**config.mk**
```make
export PLATFORM = sky130hd
export DESIGN_NAME = acq_window_sequencer
export DESIGN_NICKNAME = d
export VERILOG_FILES = /design/src/rtl/acq_window_sequencer.sv
export SDC_FILE = /design/constraint.sdc
export NUM_CORES = 1
export LEC_CHECK = 0
export ABC_CLOCK_PERIOD_IN_PS = 7230
export BUFFER_PORTS_ARGS = -buffer_cell sky130_fd_sc_hd__buf_4
export CAP_MARGIN = 20
export CORE_MARGIN = 2
export CORE_UTILIZATION = 25
export CTS_BUF_LIST = sky130_fd_sc_hd__clkbuf_4 sky130_fd_sc_hd__clkbuf_8
export CTS_CLUSTER_DIAMETER = 120
export DETAILED_ROUTE_END_ITERATION = 6
export GPL_TIMING_DRIVEN = 0
export PLACE_DENSITY = 0.49
export SYNTH_ARGS = -nofsm -noshare
export SYNTH_HDL_FRONTEND = slang
export SYNTH_SLANG_ARGS = --single-unit
```
**constraint.sdc**
```tcl
create_clock -name clk -period 7.23 [get_ports clk]
set_input_delay 0.3615 -clock clk [delete_from_list [all_inputs] [get_ports clk]]
set_output_delay 0.3615 -clock clk [all_outputs]
set_load 0.01 [all_outputs]
```
**src/rtl/acq_window_sequencer.sv**
```systemverilog
// Acquisition-window controller: parses host byte commands and sequences the
// photon-timer strobes and pulse-sequencer enable for an exact window length.
module acq_window_sequencer #(
  parameter int LEN_WIDTH      = 32,
  parameter bit OVERFLOW_ABORT = 1'b1
) (
  input  logic       clk,
  input  logic       reset,
  input  logic       mask_bit,
  input  logic [7:0] data,
  output logic       data_ack,
  input  logic       fifo_full,
  output logic       start_det,
  output logic       stop_det,
  output logic       reset_counter,
  output logic       seq_operate,
  output logic       active,
  output logic       done,
  output logic       overflow
);

  localparam int LEN_BYTES = LEN_WIDTH / 8;
  localparam int BI_W      = (LEN_BYTES > 1) ? $clog2(LEN_BYTES) : 1;
  localparam int POS_W     = $clog2(LEN_WIDTH);
  localparam logic [BI_W-1:0] LAST_IDX = BI_W'(LEN_BYTES - 1);

  localparam logic [7:0] OP_LOAD_LEN = 8'h01;
  localparam logic [7:0] OP_START    = 8'h02;
  localparam logic [7:0] OP_ABORT    = 8'h03;
  localparam logic [7:0] OP_CLR_OVF  = 8'h04;

  typedef enum logic [2:0] {
    S_IDLE, S_PREP, S_ARM, S_RUN, S_STOP, S_DONE
  } state_t;

  typedef enum logic {
    P_OPCODE, P_LEN
  } parse_t;

  state_t               state;
  parse_t               pstate;
  logic                 ack_prev;
  logic                 take;
  logic [BI_W-1:0]      byte_idx;
  logic [POS_W-1:0]     pos;
  logic [LEN_WIDTH-1:0] shadow;
  logic [LEN_WIDTH-1:0] assembled;
  logic [LEN_WIDTH-1:0] length;
  logic [LEN_WIDTH-1:0] count;
  logic                 in_opcode;
  logic                 load_byte;
  logic                 cmd_start;
  logic                 cmd_abort;
  logic                 cmd_clr;
  logic                 ovf_hit;
  logic                 run_exit;

  // Ack is never given two cycles running so the producer can retire mask_bit.
  assign take     = mask_bit & ~ack_prev & ~reset;
  assign data_ack = take;

  always_ff @(posedge clk) begin
    if (reset) begin
      ack_prev <= 1'b0;
    end else begin
      ack_prev <= take;
    end
  end

  assign in_opcode = (pstate == P_OPCODE);
  assign load_byte = take & (pstate == P_LEN);
  assign cmd_start = take & in_opcode & (data == OP_START);
  assign cmd_abort = take & in_opcode & (data == OP_ABORT);
  assign cmd_clr   = take & in_opcode & (data == OP_CLR_OVF);

  assign pos = POS_W'({byte_idx, 3'b000});

  always_comb begin
    assembled            = shadow;
    assembled[pos +: 8]  = data;
  end

  // Length bytes arrive LSB first; the visible length changes only on the last one.
  always_ff @(posedge clk) begin
    if (reset) begin
      pstate   <= P_OPCODE;
      byte_idx <= '0;
      length   <= '0;
    end else if (take) begin
      if (pstate == P_OPCODE) begin
        if (data == OP_LOAD_LEN) begin
          pstate   <= P_LEN;
          byte_idx <= '0;
        end
      end else if (byte_idx == LAST_IDX) begin
        pstate   <= P_OPCODE;
        byte_idx <= '0;
        length   <= assembled;
      end else begin
        byte_idx <= byte_idx + BI_W'(1);
      end
    end
  end

  always_ff @(posedge clk) begin
    if (load_byte) begin
      shadow <= assembled;
    end
  end

  assign ovf_hit  = seq_operate & fifo_full;
  assign run_exit = (count == LEN_WIDTH'(1)) | cmd_abort | (OVERFLOW_ABORT & fifo_full);

  // Window length is latched at START so a later LOAD_LEN only affects the next window.
  always_ff @(posedge clk) begin
    if (state == S_IDLE && cmd_start) begin
      count <= length;
    end else if (state == S_RUN) begin
      count <= count - LEN_WIDTH'(1);
    end
  end

  always_ff @(posedge clk) begin
    if (reset) begin
      state         <= S_IDLE;
      reset_counter <= 1'b0;
      start_det     <= 1'b0;
      stop_det      <= 1'b0;
      seq_operate   <= 1'b0;
      active        <= 1'b0;
      done          <= 1'b0;
    end else begin
      reset_counter <= 1'b0;
      start_det     <= 1'b0;
      stop_det      <= 1'b0;
      done          <= 1'b0;
      case (state)
        S_IDLE: begin
          if (cmd_start && length != '0) begin
            state         <= S_PREP;
            reset_counter <= 1'b1;
            active        <= 1'b1;
          end
        end
        S_PREP: begin
          if (cmd_abort) begin
            state    <= S_STOP;
            stop_det <= 1'b1;
          end else begin
            state     <= S_ARM;
            start_det <= 1'b1;
          end
        end
        S_ARM: begin
          if (cmd_abort) begin
            state    <= S_STOP;
            stop_det <= 1'b1;
          end else begin
            state       <= S_RUN;
            seq_operate <= 1'b1;
          end
        end
        S_RUN: begin
          if (run_exit) begin
            state       <= S_STOP;
            stop_det    <= 1'b1;
            seq_operate <= 1'b0;
          end
        end
        S_STOP: begin
          state  <= S_DONE;
          done   <= 1'b1;
          active <= 1'b0;
        end
        S_DONE: begin
          state <= S_IDLE;
        end
        default: begin
          state       <= S_IDLE;
          seq_operate <= 1'b0;
          active      <= 1'b0;
        end
      endcase
    end
  end

  // A new overflow in the same cycle as CLR_OVF wins.
  always_ff @(posedge clk) begin
    if (reset) begin
      overflow <= 1'b0;
    end else if (ovf_hit) begin
      overflow <= 1'b1;
    end else if (cmd_clr) begin
      overflow <= 1'b0;
    end
  end

endmodule

```
==> flow_summary.ini, run 1 <==
[yosys]
main_combinational_cell_family_by_area_after_synthesis = simple AND/OR/NAND/NOR gates
synth-async-reset-ratio = 0
post_synth_and_or_nand_nor_area_fraction = 0.247
post_synth_mux_area_share = 0
yosys.area_share.xor_xnor = 0.0466
synthesis.instances = 540
post_synth_most_frequent_cells = 83 x sky130_fd_sc_hd__nand2_1, 80 x sky130_fd_sc_hd__nor2_1, 64 x sky130_fd_sc_hd__edfxtp_1, 46 x sky130_fd_sc_hd__dfxtp_1
synthesized_nets = 560
synth-seq-cells = 110
post_synth_instance_area_um2 = 5260
synth_edf_count = 64
synth.top_cell.area_share = 0.365
post_synth_num_cell_types = 39
synth-main-ff-cell = sky130_fd_sc_hd__edfxtp_1
synth_compound_gate_area_share = 0.108
synth-seq-area-share = 0.541
synthMostInstantiatedCell = sky130_fd_sc_hd__nand2_1
yosysWarnings = 0
synthesis.area_per_instance_um2 = 9.74
top_post_synthesis_cells_by_area = sky130_fd_sc_hd__edfxtp_1 37%, sky130_fd_sc_hd__dfxtp_1 18%, sky130_fd_sc_hd__nand2_1 5.9%
synthAdderAreaFrac = 0.0190
yosys.area.top_type = sky130_fd_sc_hd__edfxtp_1

[finish]
ant_cells = 0
finish.cell_count_without_fillers = 852
fin_area_um2 = 6000
final_nets = 592
drive_above_1_share = 0.0919
p_r_area_growth_vs_syn_pct = 14.1

[clock_network]
cts-buffers-inserted = 9
cts-htree-levels = 3
clock_tree.root_cell = sky130_fd_sc_hd__clkbuf_8
cts-hold-fix-buffers = 0
cts_num_sinks = 110
tritoncts = built
clock_latency_ns = 0.38
post_cts.resized_instances = 0
clkTransAtPathRegs_ns = 0.11
post-cts-setup-buffer-count = 0
clockBufferDepth = 2

[timing]
drv_slew = 0
skew_ns = 0.00893
timing.final.setup_violations = 0
slew_headroom = 0.374
max_slew.worst_pin.slew_ns = 0.931
setup_repair_after_global_routing_missed_its_margin = false
timing.fmax_mhz = 343
timing_hold_violations_final = 0
setup_tns_ns = 0
post-route-period-util = 0.403
min_clock_period_post_route_ns = 2.92

[route]
drcViolationCount = 0
ant_nets = 0
drt_pass1_iterations = 4
met3WireLength_um = 324
post_drt_via_cell_ratio = 4.65
met2RoutedLength_um = 5960
wire_per_inst_um = 15.4
routed_wl_um = 13200
drt-met1-wl_um = 6460
top_layer = met4
detailroute.via_count = 3963
drc_violation_total_after_the_first_tritonroute_iteration = 270

[critical_path]
cp_max_fo = 17
number_of_buffer_and_inverter_stages_on_the_critical_path = 1
timing.critical_path.required_ns = 7.33
series_of_cell_instances_along_the_critical_path = or3b_4, or3_1, or3_1, or3_1, a21oi_4, buf_16
rrSetupSlack_ns = 4.31
max_stage_delay_ns = 0.56
criticalPathCategory = reg -> reg
timing.critical_path.mode_cell = sky130_fd_sc_hd__or3_1
setup.worst_path.end_class = flip-flop
startpoint_type = flip-flop
cp.arrival_ns = 3.01
timing.critical_path.slowest_stage_cell = sky130_fd_sc_hd__a21oi_4
cpLargestDelayFamily = simple AND/OR/NAND/NOR gates

[run_status]
status = finished clean

[global_route]
grt_pass1_wl_um = 21700
global_route.usage.total = 0.126
grt_start_max_net_pins = 18
number_of_global_route_vias_before_repair = 4090
antenna_found_initial = 0
global_route.overflow_total = 0

[placement]
dp_hpwl_um = 9840
place_area_um2 = 5810
final_replace_weighted_congestion = 0.790
portBuffers = 18
dp.cells = 836

[pwr]
max-vdd-ir-drop_uv = 110
power_density_nw_per_um2 = 177
power_leakage_nw = 1.93

[floorplan]
initial_utilization = 0.253
fp.dieArea_um2 = 22200
floorplan.io_pins = 20
die_w_um = 149
dieHeight_um = 149
floorplan.rows = 53
core-area_um2 = 20800

[job]
drv_cap = 0

[min_path]
min-delay-path-class = in -> reg
==> kinds of logic after synthesis <==
family,Yosys count
xor+xnor,28
simple gates,274
flops,110
buf+inv,39
compound gates,81
fa+ha+maj,8
==> through the flow <==
step | total power, mW | utilization | setup WS, ns | hold slack (ns)
final | 1.06 | 0.288 | 4.31 | 0.184
after global routing | 1.09 | 0.288 | 4.16 | 0.187
after CTS | 1.08 | 0.288 | 4.28 | 0.167
after detailed placement | 0.694 | 0.279 | 4.05 | 0.476
after global placement | 0.693 | 0.276 | 2.45 | 0.471
after floorplan | 0.679 | - | 3.31 | 0.484
==> layer usage <==
metal  vias to the layer above  GRT usage
met5                         -          0
met4                         0     0.0614
met3                        26     0.0144
met2                        63      0.204
met1                      1850      0.167
li1                       2024          -
==> sequential cells by signal (all words and copies together) (netlist names) <==
register,count
count,32
length,32
shadow,32
state,3
byte_idx,2
ack_prev,1
active,1
done,1
overflow,1
pstate,1
reset_counter,1
seq_operate,1
start_det,1
stop_det,1
==> worst reg2reg max path, cell delays in order, from the launching register on <==
cell                      delay (ns)
sky130_fd_sc_hd__dfxtp_1        0.31
sky130_fd_sc_hd__or3b_4         0.40
sky130_fd_sc_hd__or3_1          0.35
sky130_fd_sc_hd__or3_1          0.41
sky130_fd_sc_hd__or3_1          0.38
sky130_fd_sc_hd__a21oi_4        0.56
sky130_fd_sc_hd__buf_16         0.23
==> final cells by class <==
| cell class | instances | area (µm²) |
|---|---|---|
| Fill cell | 2221 | 14800 |
| Multi-Input combinational cell | 391 | 2220 |
| Timing Repair Buffer | 21 | 194 |
| Clock inverter | 6 | 61.3 |
| Tap cell | 275 | 344 |
| Buffer | 25 | 150 |
| Sequential cell | 110 | 2840 |
| Inverter | 14 | 52.6 |
| Clock buffer | 10 | 131 |
==> layout by cell type, fill, tap and decap left out, drive strengths merged, types with 23 or more instances in the layout <==
master | Yosys | layout
nand2 | 83 | 83
nor2 | 80 | 80
a21oi | 33 | 33
xnor2 | 24 | 24
nor3 | 23 | 23
buf | 10 | 31
edfxtp | 64 | 64
dfxtp | 46 | 46
nand2b | 32 | 32
clkbuf | 15 | 25
a311oi | 32 | 32
==> where the power goes <==
part	switching, mW	internal, mW
Combinational	0.0156	0.00765
Clock	0.218	0.163
Sequential	0.000114	0.656
Total	0.234	0.827
==> worst paths after layout <==
path / from / to / depth (start not counted)
worst max register to register: ack_prev$_SDFF_PP0_ / count[25]$_DFFE_PP_ / 6
worst max-delay path: ack_prev$_SDFF_PP0_ / count[25]$_DFFE_PP_ / 6
worst min register to register: overflow$_SDFFE_PP0P_ / overflow$_SDFFE_PP0P_ / 2
worst min-delay path: reset / start_det$_SDFF_PP0_ / 2
Power figures use the tool's default switching activity.
==> inputs of run 2 (changes only) <==
- ABC_CLOCK_PERIOD_IN_PS: 7230 -> 2400
- PLACE_DENSITY: 0.49 -> 0.5
- clock period: 7.23 -> 2.4 ns (I/O delays scaled with it)
==> flow_summary.ini, run 2 (same netlist as run 1, synthesis figures left out) <==
[route]
wire_per_inst_um = 15.6
routed_wl_um = 13500
drt_pass1_iterations = 5
detailroute.via_count = 4115
drcViolationCount = 0
ant_nets = 0
post_drt_via_cell_ratio = 4.77
drc_violation_total_after_the_first_tritonroute_iteration = 265

[timing]
setup_repair_after_global_routing_missed_its_margin = true
timing_hold_violations_final = 0
drv_slew = 0
slew_headroom = 0.497
timing.fmax_mhz = 407
post-route-period-util = 1.02
timing.final.setup_violations = 32
final_setup_slack_of_the_worst_path_ns = -0.0571
min_clock_period_post_route_ns = 2.46
skew_ns = 0.0104
max_slew.worst_pin.slew_ns = 0.754

[run_status]
violations = setup timing
status = finished with violations

[pwr]
power_leakage_nw = 2.01
totalPowerFinal_mw = 3.21
power_density_nw_per_um2 = 521
max-vdd-ir-drop_uv = 242

[floorplan]
fp.dieArea_um2 = 22200
floorplan.rows = 53
die_w_um = 149
core-area_um2 = 20800
initial_utilization = 0.253
floorplan.io_pins = 20
dieHeight_um = 149

[placement]
final_replace_weighted_congestion = 0.773
portBuffers = 18
post-place-ws_ns = -0.703
place_area_um2 = 5800
dp_hpwl_um = 9700

[finish]
final_cell_mix = 83 x sky130_fd_sc_hd__nand2_1, 80 x sky130_fd_sc_hd__nor2_1, 64 x sky130_fd_sc_hd__edfxtp_1
ant_cells = 0
drive_above_1_share = 0.126
p_r_area_growth_vs_syn_pct = 17.3
biggest_registers_after_layout = count (32), length (32), shadow (32)
register_area_um2 = 2840
final_nets = 602
nFillCells = 2196
layout_commonest_cell = sky130_fd_sc_hd__nand2_1
multiInputGateArea_um2 = 2300
fin_area_um2 = 6170

[critical_path]
cp.arrival_ns = 2.57
max_stage_delay_ns = 0.39
criticalPathCategory = reg -> reg
series_of_cell_instances_along_the_critical_path = or3b_4, or3_4, or3_4, or3_4, a21oi_4, buf_12
timing.critical_path.required_ns = 2.51
cp_max_fo = 16
setup.worst_path.end_class = flip-flop
timing.critical_path.slowest_stage_cell = sky130_fd_sc_hd__or3_4
timing.critical_path.mode_cell = sky130_fd_sc_hd__or3_4
startpoint_type = flip-flop

[global_route]
global_route.overflow_total = 0
grt_start_max_net_pins = 19
grt_pass1_wl_um = 21600
number_of_global_route_vias_before_repair = 4073
global_route.usage.total = 0.126
antenna_found_initial = 0

[min_path]
min-delay-path-class = in -> reg

[clock_network]
clkTransAtPathRegs_ns = 0.11
clock_tree.root_cell = sky130_fd_sc_hd__clkbuf_8
tritoncts = built
clockBufferDepth = 2
clock_latency_ns = 0.40
cts-htree-levels = 3
cts_num_sinks = 110
cts-buffers-inserted = 9

[job]
drv_cap = 0
## run 2: worst max-delay path: cells and delay by family (launching register included)
kind                   cells  cell delay, ns
AO/OA/AOI/OAI              1            0.18
buffers and inverters      1            0.17
AND/OR/NAND/NOR            4            1.49
flip-flops                 1            0.31
## run 2: per-stage QoR
| stage | setup TNS (ns) | cells | utilization | hold WS (ns) |
|---|---|---|---|---|
| 5_1_grt | -3.74 | 862 | 0.296 | 0.0197 |
| 3_5_place_dp | -24.12 | 835 | 0.279 | 0.358 |
| 4_1_cts | -1.24 | 859 | 0.293 | 0.0212 |
| 6_report | -1.59 | 862 | 0.296 | 0.0351 |
| 2_1_floorplan | -10.24 | 540 | - | 0.269 |
| 3_3_place_gp | -24.22 | 833 | 0.277 | 0.353 |
## run 2: what timing repair did
item / CTS / global route
resized for setup: 4 / 10
hold endpoints to repair: 1 / 0
gates cloned: 1 / 0
hold buffers: 1 / 0
buffers inserted: 6 / 3
setup endpoints to repair: 41 / 88
pin swaps: 2 / 0
## run 2: layout make-up
class / instances / area share
inverters: 14 / 0.00852
flip-flops and latches: 110 / 0.461
well taps: 275 / 0.0558
clock buffers: 9 / 0.0201
repair buffers: 30 / 0.0454
clock inverters: 7 / 0.0116
multi-input cells: 392 / 0.373
plain buffers: 25 / 0.0248
## run 2: layer usage
| layer | GRT usage | routed length [µm] | vias to the layer above |
|---|---|---|---|
| met3 | 0.0232 | 611 | 19 |
| li1 | - | - | 2030 |
| met5 | 0 | 0 | - |
| met2 | 0.200 | 6190 | 93 |
| met1 | 0.168 | 6300 | 1973 |
| met4 | 0.0524 | 363 | 0 |
## run 2: path summary, 6_finish.rpt
check,startpoint,end,slack (ns),depth (start not counted)
worst max register to register,ack_prev$_SDFF_PP0_,count[18]$_DFFE_PP_,-0.06,6
worst min register to register,overflow$_SDFFE_PP0P_,overflow$_SDFFE_PP0P_,0.50,2
worst max-delay path,ack_prev$_SDFF_PP0_,count[18]$_DFFE_PP_,-0.06,6
worst min-delay path,fifo_full,overflow$_SDFFE_PP0P_,0.04,3
## run 2: power by group
group,internal (mW),switching [mW],leakage [nW],total (mW)
registers,1.98,0.000374,0.868,1.98
clock network,0.486,0.676,0.102,1.16
logic,0.0259,0.0483,1.04,0.0742
total,2.49,0.724,2.01,3.21
==> inputs of run 3 (changes only) <==
- CELL_PAD_IN_SITES_DETAIL_PLACEMENT: unset -> 1
- CELL_PAD_IN_SITES_GLOBAL_PLACEMENT: unset -> 2
- PLACE_DENSITY: 0.5 -> 0.66
==> flow_summary.ini, run 3 (same netlist as run 1, synthesis figures left out) <==
[finish]
final_nets = 599
p_r_area_growth_vs_syn_pct = 17.6
layout_commonest_cell = sky130_fd_sc_hd__nand2_1
drive_above_1_share = 0.137
ant_cells = 0
fin_area_um2 = 6180
finish.cell_count_without_fillers = 859
utilization = 0.297
final_cell_mix = 83 x sky130_fd_sc_hd__nand2_1, 75 x sky130_fd_sc_hd__nor2_1, 64 x sky130_fd_sc_hd__edfxtp_1
biggest_registers_after_layout = count (32), length (32), shadow (32)

[route]
drc_violation_total_after_the_first_tritonroute_iteration = 233
routed_wl_um = 14800
detailroute.via_count = 4089
drt_pass1_iterations = 4
wire_per_inst_um = 17.3
drcViolationCount = 0
post_drt_via_cell_ratio = 4.76
ant_nets = 0

[placement]
dp.cells = 834
place_area_um2 = 5800
post-place-ws_ns = -0.666
dp_hpwl_um = 10900
final_replace_weighted_congestion = 0.759
portBuffers = 18

[pwr]
max-vdd-ir-drop_uv = 271
power_density_nw_per_um2 = 521
totalPowerFinal_mw = 3.22
power_leakage_nw = 1.99

[timing]
post_route_worst_hold_slack_ns = 0.0256
setup_repair_after_global_routing_missed_its_margin = true
min_clock_period_post_route_ns = 2.46
max_slew.worst_pin.slew_ns = 0.734
skew_ns = 0.0158
drv_slew = 0
final_setup_slack_of_the_worst_path_ns = -0.0599
timing.fmax_mhz = 407
slew_headroom = 0.511
timing_hold_violations_final = 0
post-route-period-util = 1.02
setup_tns_ns = -1.69
timing.final.setup_violations = 32

[clock_network]
clock_latency_ns = 0.39
cts-buffers-inserted = 9
tritoncts = built
clkTransAtPathRegs_ns = 0.11
cts_num_sinks = 110
clockBufferDepth = 2
clock_tree.root_cell = sky130_fd_sc_hd__clkbuf_8
cts-htree-levels = 3

[min_path]
min-delay-path-class = in -> reg

[critical_path]
rrSetupSlack_ns = -0.06
startpoint_type = flip-flop
setup.worst_path.end_class = flip-flop
timing.critical_path.required_ns = 2.52
cp.arrival_ns = 2.58
criticalPathCategory = reg -> reg
cp_max_fo = 10

[floorplan]
initial_utilization = 0.253
dieHeight_um = 149
die_w_um = 149
floorplan.rows = 53
floorplan.io_pins = 20
fp.dieArea_um2 = 22200
core-area_um2 = 20800

[global_route]
antenna_found_initial = 0
grt.busiest_layer = met2
number_of_global_route_vias_before_repair = 4352
global_route.overflow_total = 0
grt_pass1_wl_um = 24200
met3_usage = 0.0131
grt_start_max_net_pins = 22
grtUsageMet1 = 0.187
global_route.usage.total = 0.141
use_met2 = 0.240

[run_status]
violations = setup timing
status = finished with violations

[job]
drv_cap = 0
-- run 3: changes by cell type in the layout (fill, tap and decap cells not counted), moves of 2 or more --
cell	before	now
sky130_fd_sc_hd__nor2_1	80	75
sky130_fd_sc_hd__nor2_2	0	5
sky130_fd_sc_hd__buf_4	24	22
sky130_fd_sc_hd__clkinv_4	2	0
sky130_fd_sc_hd__inv_6	1	3
-- run 3: power breakdown --
group / leakage [nW] / switching, mW / internal [mW]
Clock: 0.102 / 0.680 / 0.488
Combinational: 1.03 / 0.0492 / 0.0264
Sequential: 0.868 / 0.000354 / 1.98
-- run 3: critical path: stages, from the launching register on --
cell and delay [ns]:
sky130_fd_sc_hd__dfxtp_1 0.31, sky130_fd_sc_hd__or3b_4 0.39, sky130_fd_sc_hd__or3_4 0.34, sky130_fd_sc_hd__or3_4 0.38, sky130_fd_sc_hd__or3_4 0.39, sky130_fd_sc_hd__a21oi_4 0.21
sky130_fd_sc_hd__buf_12 0.17
-- run 3: final timing paths --
check,end,cells after the start,start
hold / removal,overflow$_SDFFE_PP0P_,3,fifo_full
setup reg to reg,count[20]$_DFFE_PP_,6,ack_prev$_SDFF_PP0_
setup / recovery,count[20]$_DFFE_PP_,6,ack_prev$_SDFF_PP0_
hold reg to reg,overflow$_SDFFE_PP0P_,2,overflow$_SDFFE_PP0P_
-- run 3: area by class of cell --
type / count / area (µm²)
Sequential cell: 110 / 2840
Clock buffer: 9 / 124
Fill cell: 2438 / 14600
Multi-Input combinational cell: 392 / 2330
Timing Repair Buffer: 27 / 263
Tap cell: 275 / 344
Inverter: 14 / 52.6
Clock inverter: 7 / 70.1
Buffer: 25 / 154
-- run 3: layer usage --
| metal | vias to the layer above | share of wire |
|---|---|---|
| met5 | - | 0 |
| met4 | 0 | 0.018 |
| met3 | 14 | 0.014 |
| met2 | 30 | 0.50 |
| met1 | 2015 | 0.47 |
| li1 | 2030 | - |
-- run 3: repair_timing --
item	in CTS	in global routing
endpoints found under the setup margin	47	111
pin swaps	2	0
resized for setup	9	14
gates cloned	1	0
buffers inserted	6	1
hold buffers	1	0
hold endpoints to repair	1	0
